`src/rtl/fetch_pkg.sv`:
```
// Shared types and defaults for the instruction prefetch queue.
package fetch_pkg;
   localparam int XLEN        = 32;
   localparam int INSTR_W     = 32;
   localparam int INSTR_BYTES = 4;
   localparam logic [XLEN-1:0] RESET_PC = 32'h0000_0000;

   typedef struct packed {
      logic [XLEN-1:0]    pc;
      logic [INSTR_W-1:0] instr;
      logic               filled;
   } slot_t;
endpackage

```
`src/rtl/fetch_slot_buffer.sv`:
```
// Circular slot array: reserve at alloc_ptr, fill in order at fill_ptr, pop at head_ptr.
module fetch_slot_buffer
   import fetch_pkg::*;
#(
   parameter int DEPTH = 4,
   parameter int PW    = $clog2(DEPTH),
   parameter int CW    = PW + 1
) (
   input  logic               clk,
   input  logic               reset,
   input  logic               flush_i,
   input  logic               alloc_i,
   input  logic [XLEN-1:0]    alloc_pc_i,
   input  logic               fill_i,
   input  logic [INSTR_W-1:0] fill_data_i,
   input  logic               pop_i,
   output slot_t              head_slot_o,
   output logic [CW-1:0]      used_o,
   output logic [CW-1:0]      unfilled_o
);
   slot_t         slot_q [DEPTH];
   slot_t         slot_d [DEPTH];
   logic [PW-1:0] alloc_ptr_q, alloc_ptr_d;
   logic [PW-1:0] fill_ptr_q, fill_ptr_d;
   logic [PW-1:0] head_ptr_q, head_ptr_d;
   logic [CW-1:0] used_q, used_d;
   logic [CW-1:0] filled_cnt_s;

   // Slot next state; alloc, fill and pop never target the same slot in one cycle.
   always_comb begin
      for (int i = 0; i < DEPTH; i++) begin
         if (flush_i) begin
            slot_d[i] = '0;
         end else if (fill_i && (fill_ptr_q == PW'(i))) begin
            slot_d[i] = '{pc: slot_q[i].pc, instr: fill_data_i, filled: 1'b1};
         end else if (alloc_i && (alloc_ptr_q == PW'(i))) begin
            slot_d[i] = '{pc: alloc_pc_i, instr: '0, filled: 1'b0};
         end else if (pop_i && (head_ptr_q == PW'(i))) begin
            slot_d[i] = '0;
         end else begin
            slot_d[i] = slot_q[i];
         end
      end
   end

   // Pointer and occupancy next state.
   always_comb begin
      if (flush_i) begin
         alloc_ptr_d = '0;
         fill_ptr_d  = '0;
         head_ptr_d  = '0;
         used_d      = '0;
      end else begin
         alloc_ptr_d = alloc_i ? alloc_ptr_q + PW'(1) : alloc_ptr_q;
         fill_ptr_d  = fill_i  ? fill_ptr_q + PW'(1)  : fill_ptr_q;
         head_ptr_d  = pop_i   ? head_ptr_q + PW'(1)  : head_ptr_q;
         used_d      = used_q + CW'(alloc_i) - CW'(pop_i);
      end
   end

   // Filled slots are a subset of reserved ones, so the difference is the in-flight count.
   always_comb begin
      filled_cnt_s = '0;
      for (int i = 0; i < DEPTH; i++) begin
         filled_cnt_s = filled_cnt_s + CW'(slot_q[i].filled);
      end
   end

   // State registers.
   always_ff @(posedge clk or posedge reset) begin
      if (reset) begin
         for (int i = 0; i < DEPTH; i++) begin
            slot_q[i] <= '0;
         end
         alloc_ptr_q <= '0;
         fill_ptr_q  <= '0;
         head_ptr_q  <= '0;
         used_q      <= '0;
      end else begin
         slot_q      <= slot_d;
         alloc_ptr_q <= alloc_ptr_d;
         fill_ptr_q  <= fill_ptr_d;
         head_ptr_q  <= head_ptr_d;
         used_q      <= used_d;
      end
   end

   assign head_slot_o = slot_q[head_ptr_q];
   assign used_o      = used_q;
   assign unfilled_o  = used_q - filled_cnt_s;
endmodule

```
`src/rtl/instr_prefetch_queue.sv`:
```
// Decoupled fetch stage: in-order requests to a variable-latency memory, buffered
// delivery to decode, and redirect flush that drops responses still in flight.
module instr_prefetch_queue
   import fetch_pkg::*;
#(
   parameter int              XLEN     = fetch_pkg::XLEN,
   parameter int              DEPTH    = 4,
   parameter logic [XLEN-1:0] RESET_PC = fetch_pkg::RESET_PC
) (
   input  logic               clk,
   input  logic               reset,
   input  logic               redirect_valid,
   input  logic [XLEN-1:0]    redirect_pc,
   output logic               mem_req_valid,
   output logic [XLEN-1:0]    mem_req_addr,
   input  logic               mem_req_ready,
   input  logic               mem_rsp_valid,
   input  logic [INSTR_W-1:0] mem_rsp_data,
   output logic               out_valid,
   input  logic               out_ready,
   output logic [INSTR_W-1:0] out_instr,
   output logic [XLEN-1:0]    out_pc,
   output logic [XLEN-1:0]    out_next_pc
);
   localparam int CW = $clog2(DEPTH) + 1;

   logic [XLEN-1:0] fetch_pc_q, fetch_pc_d;
   logic [CW-1:0]   drop_q, drop_d;
   logic [CW-1:0]   used_s, unfilled_s;
   logic [CW:0]     occ_s;
   logic            req_fire_s, fill_s, pop_s;
   slot_t           head_s;

   assign occ_s         = {1'b0, used_s} + {1'b0, drop_q};
   assign mem_req_valid = !reset && !redirect_valid && (occ_s < (CW+1)'(DEPTH));
   assign mem_req_addr  = fetch_pc_q;
   assign req_fire_s    = mem_req_valid && mem_req_ready;
   assign fill_s        = mem_rsp_valid && (drop_q == '0) && !redirect_valid;
   assign pop_s         = head_s.filled && out_ready;

   // Fetch address and count of responses still owed for flushed requests.
   always_comb begin
      if (redirect_valid) begin
         fetch_pc_d = redirect_pc;
         drop_d     = drop_q + unfilled_s - CW'(mem_rsp_valid);
      end else begin
         fetch_pc_d = req_fire_s ? fetch_pc_q + XLEN'(INSTR_BYTES) : fetch_pc_q;
         if (mem_rsp_valid && (drop_q != '0)) begin
            drop_d = drop_q - CW'(1);
         end else begin
            drop_d = drop_q;
         end
      end
   end

   // Control registers.
   always_ff @(posedge clk or posedge reset) begin
      if (reset) begin
         fetch_pc_q <= RESET_PC;
         drop_q     <= '0;
      end else begin
         fetch_pc_q <= fetch_pc_d;
         drop_q     <= drop_d;
      end
   end

   fetch_slot_buffer #(
      .DEPTH (DEPTH)
   ) u_slots (
      .clk         (clk),
      .reset       (reset),
      .flush_i     (redirect_valid),
      .alloc_i     (req_fire_s),
      .alloc_pc_i  (fetch_pc_q),
      .fill_i      (fill_s),
      .fill_data_i (mem_rsp_data),
      .pop_i       (pop_s),
      .head_slot_o (head_s),
      .used_o      (used_s),
      .unfilled_o  (unfilled_s)
   );

   assign out_valid   = head_s.filled;
   assign out_instr   = head_s.instr;
   assign out_pc      = head_s.pc;
   assign out_next_pc = head_s.pc + XLEN'(INSTR_BYTES);
endmodule
```
`config.mk`:
```
export PLATFORM = sky130hd
export DESIGN_NAME = instr_prefetch_queue
export DESIGN_NICKNAME = d
export VERILOG_FILES = /design/src/rtl/fetch_pkg.sv /design/src/rtl/fetch_slot_buffer.sv /design/src/rtl/instr_prefetch_queue.sv
export SDC_FILE = /design/constraint.sdc
export NUM_CORES = 1
export LEC_CHECK = 0
export BUFFER_PORTS_ARGS = -buffer_cell sky130_fd_sc_hd__buf_2
export CORE_MARGIN = 1
export CORE_UTILIZATION = 58
export CTS_CLUSTER_SIZE = 8
export DETAILED_ROUTE_END_ITERATION = 8
export PLACE_DENSITY = 0.87
export RECOVER_POWER = 25
export SLEW_MARGIN = 0
export SYNTH_ARGS = -nofsm -noshare
export SYNTH_HDL_FRONTEND = slang
export SYNTH_SLANG_ARGS = --single-unit
```
`constraint.sdc`:
```
create_clock -name clk -period 14.8 [get_ports clk]
set_clock_uncertainty 0.05 [all_clocks]
set_input_delay 2.96 -clock clk [delete_from_list [all_inputs] [get_ports clk]]
set_output_delay 2.96 -clock clk [all_outputs]
set_load 0.03 [all_outputs]
```
# After elaboration in Yosys (flattened, before gate mapping)
# Index checks and enable logic that the tools add are counted.
word_totals:
  output_inout_bits: 130
  ff_bits: 304
  word_cells: 121
  mem_count: 0
  rom_bits: 0
  ram_bits: 0
  latch_bits: 0
op_classes:
  n_addsub: 15
  n_div: 0
  magnitude_cmp: 2
  n_reduce_logical: 42
  mux: 30
  n_eq_ne: 13
  n_mul: 0
  shifts: 0
  bitwise_logic: 1
op_table:
  columns: ["op", "count"]
  rows:
  - ["2-to-1 mux 65 bit", 18]
  - ["binary-select mux 65 bit (select 2 bit)", 1]
  - ["adder 32 x 3 -> 32 bit (second input constant)", 2]
  - ["2-to-1 mux 32 bit", 2]
  - ["logical AND 1 bit", 19]
  - ["nonzero test 4 bit", 4]
  - ["nonzero test 3 bit", 5]
  - ["equality test 2 bit (second input constant)", 6]
  - ["2-to-1 mux 2 bit", 6]
  - ["adder 3 x 1 -> 3 bit", 3]
  - ["2-to-1 mux 3 bit", 3]
  - ["inequality test 2 bit (second input constant)", 4]
  - ["AND reduction 2 bit", 4]
  - ["nonzero test 2 bit", 4]
  - ["adder 2 x 1 -> 2 bit (second input constant)", 3]
  - ["equality test 2 x 1 -> 1 bit (second input constant)", 3]
  - ["zero test 2 bit", 3]
  - ["subtractor 3 x 1 -> 3 bit", 2]
  - ["adder 3 x 3 -> 4 bit", 1]
  - ["< comparator 4 x 3 -> 1 bit (second input constant)", 1]
  - ["adder 3 bit", 1]
  - [">= comparator 3 bit (second input constant)", 1]
  - ["zero test 3 bit", 1]
  - ["inverter 2 -> 3 bit", 1]
  - ["other kinds (4)", 5]

# Logic depth before layout (Yosys ltp)
logic_depth:
  depth_word: 10
  ltp_mapped: 14
  depth_no_buf: 14

# By module
# A second synthesis with hierarchy kept.
hier_totals:
  cells_unflattened: 1223
  area_unflattened_um2: 14805.4
by_module_without_submodules:
  columns: ["mod", "n_inst", "cells_each", "area_per_inst_um2"]
  rows:
  - ["fetch_slot_buffer", 1, 903, 12090.3]
  - ["instr_prefetch_queue", 1, 320, 2715.1]

# Worst setup path after synthesis
# OpenSTA, ideal clock, no wires.
synth_path:
  path_kind: "input-to-output"
  from: "input redirect_valid"
  to: "output mem_req_valid"
  cell_stages: 5
  arrival_ns: 4.148
  setup_slack_ns: 7.642
  path_cell_list: "clkbuf_1 > inv_1 > clkbuf_1 > clkbuf_1 > and3_1"
synth_via:
  elab_chain_cells: 3
synth_rtl:
  columns: ["item", "line", "text"]
  rows:
  - ["start, declared", "instr_prefetch_queue.sv:12", "input logic redirect_valid,"]
  - ["zero test 1 bit", "instr_prefetch_queue.sv:35", "assign mem_req_valid = !reset && !redirect_valid && (occ_s < (CW+1)'(DEPTH));"]
  - ["logical AND 1 bit (2 in a row)", "instr_prefetch_queue.sv:35", null]
  - ["end, declared", "instr_prefetch_queue.sv:14", "output logic mem_req_valid,"]
# Every way passes these cells.

==> flow_metrics.env <==
export IMPL_status="complete, but fails checks"
export IMPL_cts_tree="built"
export IMPL_p_per_area_nw_per_um2=127.8
export IMPL_critical_path_class="input pin to async pin"
export IMPL_syn_inst=1388
export IMPL_cts_resized=0
export IMPL_dieArea_um2=26530
export IMPL_drive_gt1_share_pct=20.36
export IMPL_cts_sinks=304
export IMPL_yosys_area_top_type_share_pct=50.68
export IMPL_core_area_um2=25250
export IMPL_drt_vias_per_instance=6.532
export IMPL_critPathArrivalTime_ps=6350
export IMPL_rsz0062_at_grt="no"
export IMPL_clock_fmax_ghz=0.1333
export IMPL_clockBufferDepth=3
export IMPL_period_minus_slack_ps=7501
export IMPL_cts_setup_buffers=0
export IMPL_fin_ws_ps=7299
export IMPL_cp_end_kind="async pin"
export IMPL_portBuffers=199
export IMPL_critPathTopFamily="buffers and inverters"
export IMPL_failed_checks="max-capacitance violations, max-slew violations"
export IMPL_grt_pass1_wl_mm=66.48
export IMPL_fin_nets=1651
export IMPL_rows=58
export IMPL_fillers=1839
export IMPL_ys_ff_latch=304
export IMPL_die_h_um=162.9
export IMPL_dr_pass1_iters=6
export IMPL_ff_latch_area_um2=7612
export IMPL_met3_usage_pct=7.334
export IMPL_worstPathRequired_ps=13650
export IMPL_tightest_slew_ps=5866
export IMPL_cp_buffers_inverters=2
export IMPL_peakVddDrop_mv=0.1005
export IMPL_path_cells="clkbuf_1 > clkinvlp_2"
export IMPL_synth_seq_area_share_pct=50.68
export IMPL_first_global_vias=12630
export IMPL_maxSlewViolCount=202
export IMPL_pin_count=200
export IMPL_grt_util_met1_pct=40.87
export IMPL_cap_violations=2
export IMPL_synth_async_reset_ratio_pct=100.0
export IMPL_grt_overflow=0
export IMPL_max_slew_margin_rel_pct=-293.2
export IMPL_mostFrequentLayoutCell="nand2_1"
export IMPL_final_cell_mix="nand2_1, dfrtp_1, buf_2"
export IMPL_ant_nets=0
export IMPL_grt_usage_pct=32.36
export IMPL_insertion_delay_ps=520
export IMPL_antenna_found_initial=3
export IMPL_avgRoutedWirePerCell_um=22.23
export IMPL_start_util_pct=59.44
export IMPL_drc=0
export IMPL_finalSetupViolations=0
export IMPL_ys_types=52
export IMPL_drt_total_wl_mm=41.85
export IMPL_cts_hold_buf=0
export IMPL_use_met2_pct=52.24
export IMPL_path_max_fanout=132
export IMPL_synthFlopType="dfrtp_1"
export IMPL_syn_cell_area_um2=15010
export IMPL_multi_input_area_um2=6684
export IMPL_grt_busiest_layer="met2"
export IMPL_clkTransAtPathRegs_ps=50
export IMPL_cts_root_buf="clkbuf_16"
export IMPL_synth_edf_count=0
export IMPL_cp_start_kind="input pin"
export IMPL_cts_htree_levels=2
export IMPL_power_leakage_nw=8.328
export IMPL_pre_cts_ws_ps=7961
export IMPL_cts_made_buffers=43
export IMPL_final_period_utilization_pct=50.68
export IMPL_avgSynthCellArea_um2=10.81
export IMPL_syn2layout_area_growth_pct=13.85
export IMPL_yosysWarningCount=0
export IMPL_min_path_type="flop to flop"
export IMPL_globalplace_congestion=0.8732
export IMPL_synth_top_area_cell="dfrtp_1"
export IMPL_cp_slowest_cell="clkinvlp_2"
export IMPL_hold_viol_final=0
export IMPL_grt_max_degree=133
export IMPL_synth_nets=1488
export IMPL_dieWidth_um=162.9
export IMPL_dpl_hpwl_mm=25.19
export IMPL_synth_area_top_cells="dfrtp_1, mux4_2, nand2_1"
export IMPL_cpPeakStageDelay_ps=3230
export IMPL_tns_ps=0
export IMPL_first_iter_violations=1507
export IMPL_via_count=12300
## worst paths after layout
check                                            from                     to  slack, ps  cells after the start
worst max-delay path                            reset  u_slots.head_ptr_q[0]       7300                      2
worst min-delay path              u_slots.slot_q[237]    u_slots.slot_q[237]        430                      1
worst max register to register  u_slots.head_ptr_q[0]      u_slots.used_o[2]      10660                     10
worst min register to register    u_slots.slot_q[237]    u_slots.slot_q[237]        430                      1
max in group clk                       redirect_valid    u_slots.slot_q[163]       7440                      6
min in group asynchronous                       reset              drop_q[1]       4210                      2
## metrics by stage
stage	total power, mW	instance area (um2)	utilization (%)	hold WS (ps)	cells
global placement	1.344	16050	63.54	415.3	1836
floorplan	1.238	15010	-	400.9	1388
detailed placement	1.355	16050	63.54	418.7	1836
global route	2.268	17090	67.66	438.6	1882
CTS	2.190	17140	67.87	431.0	1882
finish	2.184	17090	67.67	431.5	1883
## cell usage after synthesis (all sizes together), types with 19 or more instances
| cell | n |
|---|---|
| xnor2 | 31 |
| buf | 47 |
| nand3 | 157 |
| ha | 23 |
| clkbuf | 59 |
| o21ai | 19 |
| mux4 | 65 |
| inv | 39 |
| xor2 | 20 |
| nor2 | 22 |
| o2bb2ai | 128 |
| dfrtp | 304 |
| nand2 | 342 |
## cell families (layout without fill, tap and decap cells)
family,after synthesis,in the layout,share of synthesized area (%)
AND/OR/NAND/NOR,603,603,18.00
multiplexers,74,74,10.37
adder cells (fa/ha/maj),30,30,2.851
AO/OA/AOI/OAI,181,181,10.29
other,0,1,0
buffers and inverters,145,309,4.826
XOR/XNOR,51,51,2.976
flip-flops,304,304,50.68
## metal layers
layer / vias to the layer above / wire length, um
met5: - / 27
met4: 4 / 1766
met3: 149 / 3801
met2: 768 / 20550
met1: 6134 / 15700
li1: 5244 / -
## power breakdown
group	total (mW)	leakage, nW	switching [mW]	internal [mW]
clock	0.838	0.537	0.329	0.509
sequential	0.918	4.16	0.0460	0.872
combinational	0.429	3.63	0.280	0.149
total	2.18	8.33	0.655	1.53
## state kept, by name (all words and copies together) (netlist names)
signal,flops
mem_req_addr,32
u_slots.fill_ptr_q,2
drop_q,3
u_slots.slot_q,260
u_slots.used_o,3
u_slots.alloc_ptr_q,2
u_slots.head_ptr_q,2
## layout make-up
| class | instances | share of cell area [%] |
|---|---|---|
| Clock inverter | 1 | 0.05125 |
| Tap cell | 330 | 2.416 |
| Clock buffer | 45 | 6.341 |
| Sequential cell | 304 | 44.55 |
| Inverter | 39 | 0.8640 |
| Multi-Input combinational cell | 939 | 39.11 |
| Timing Repair Buffer | 224 | 6.655 |
| Antenna cell | 1 | 0.01464 |
(Power assumes the default switching activity.)
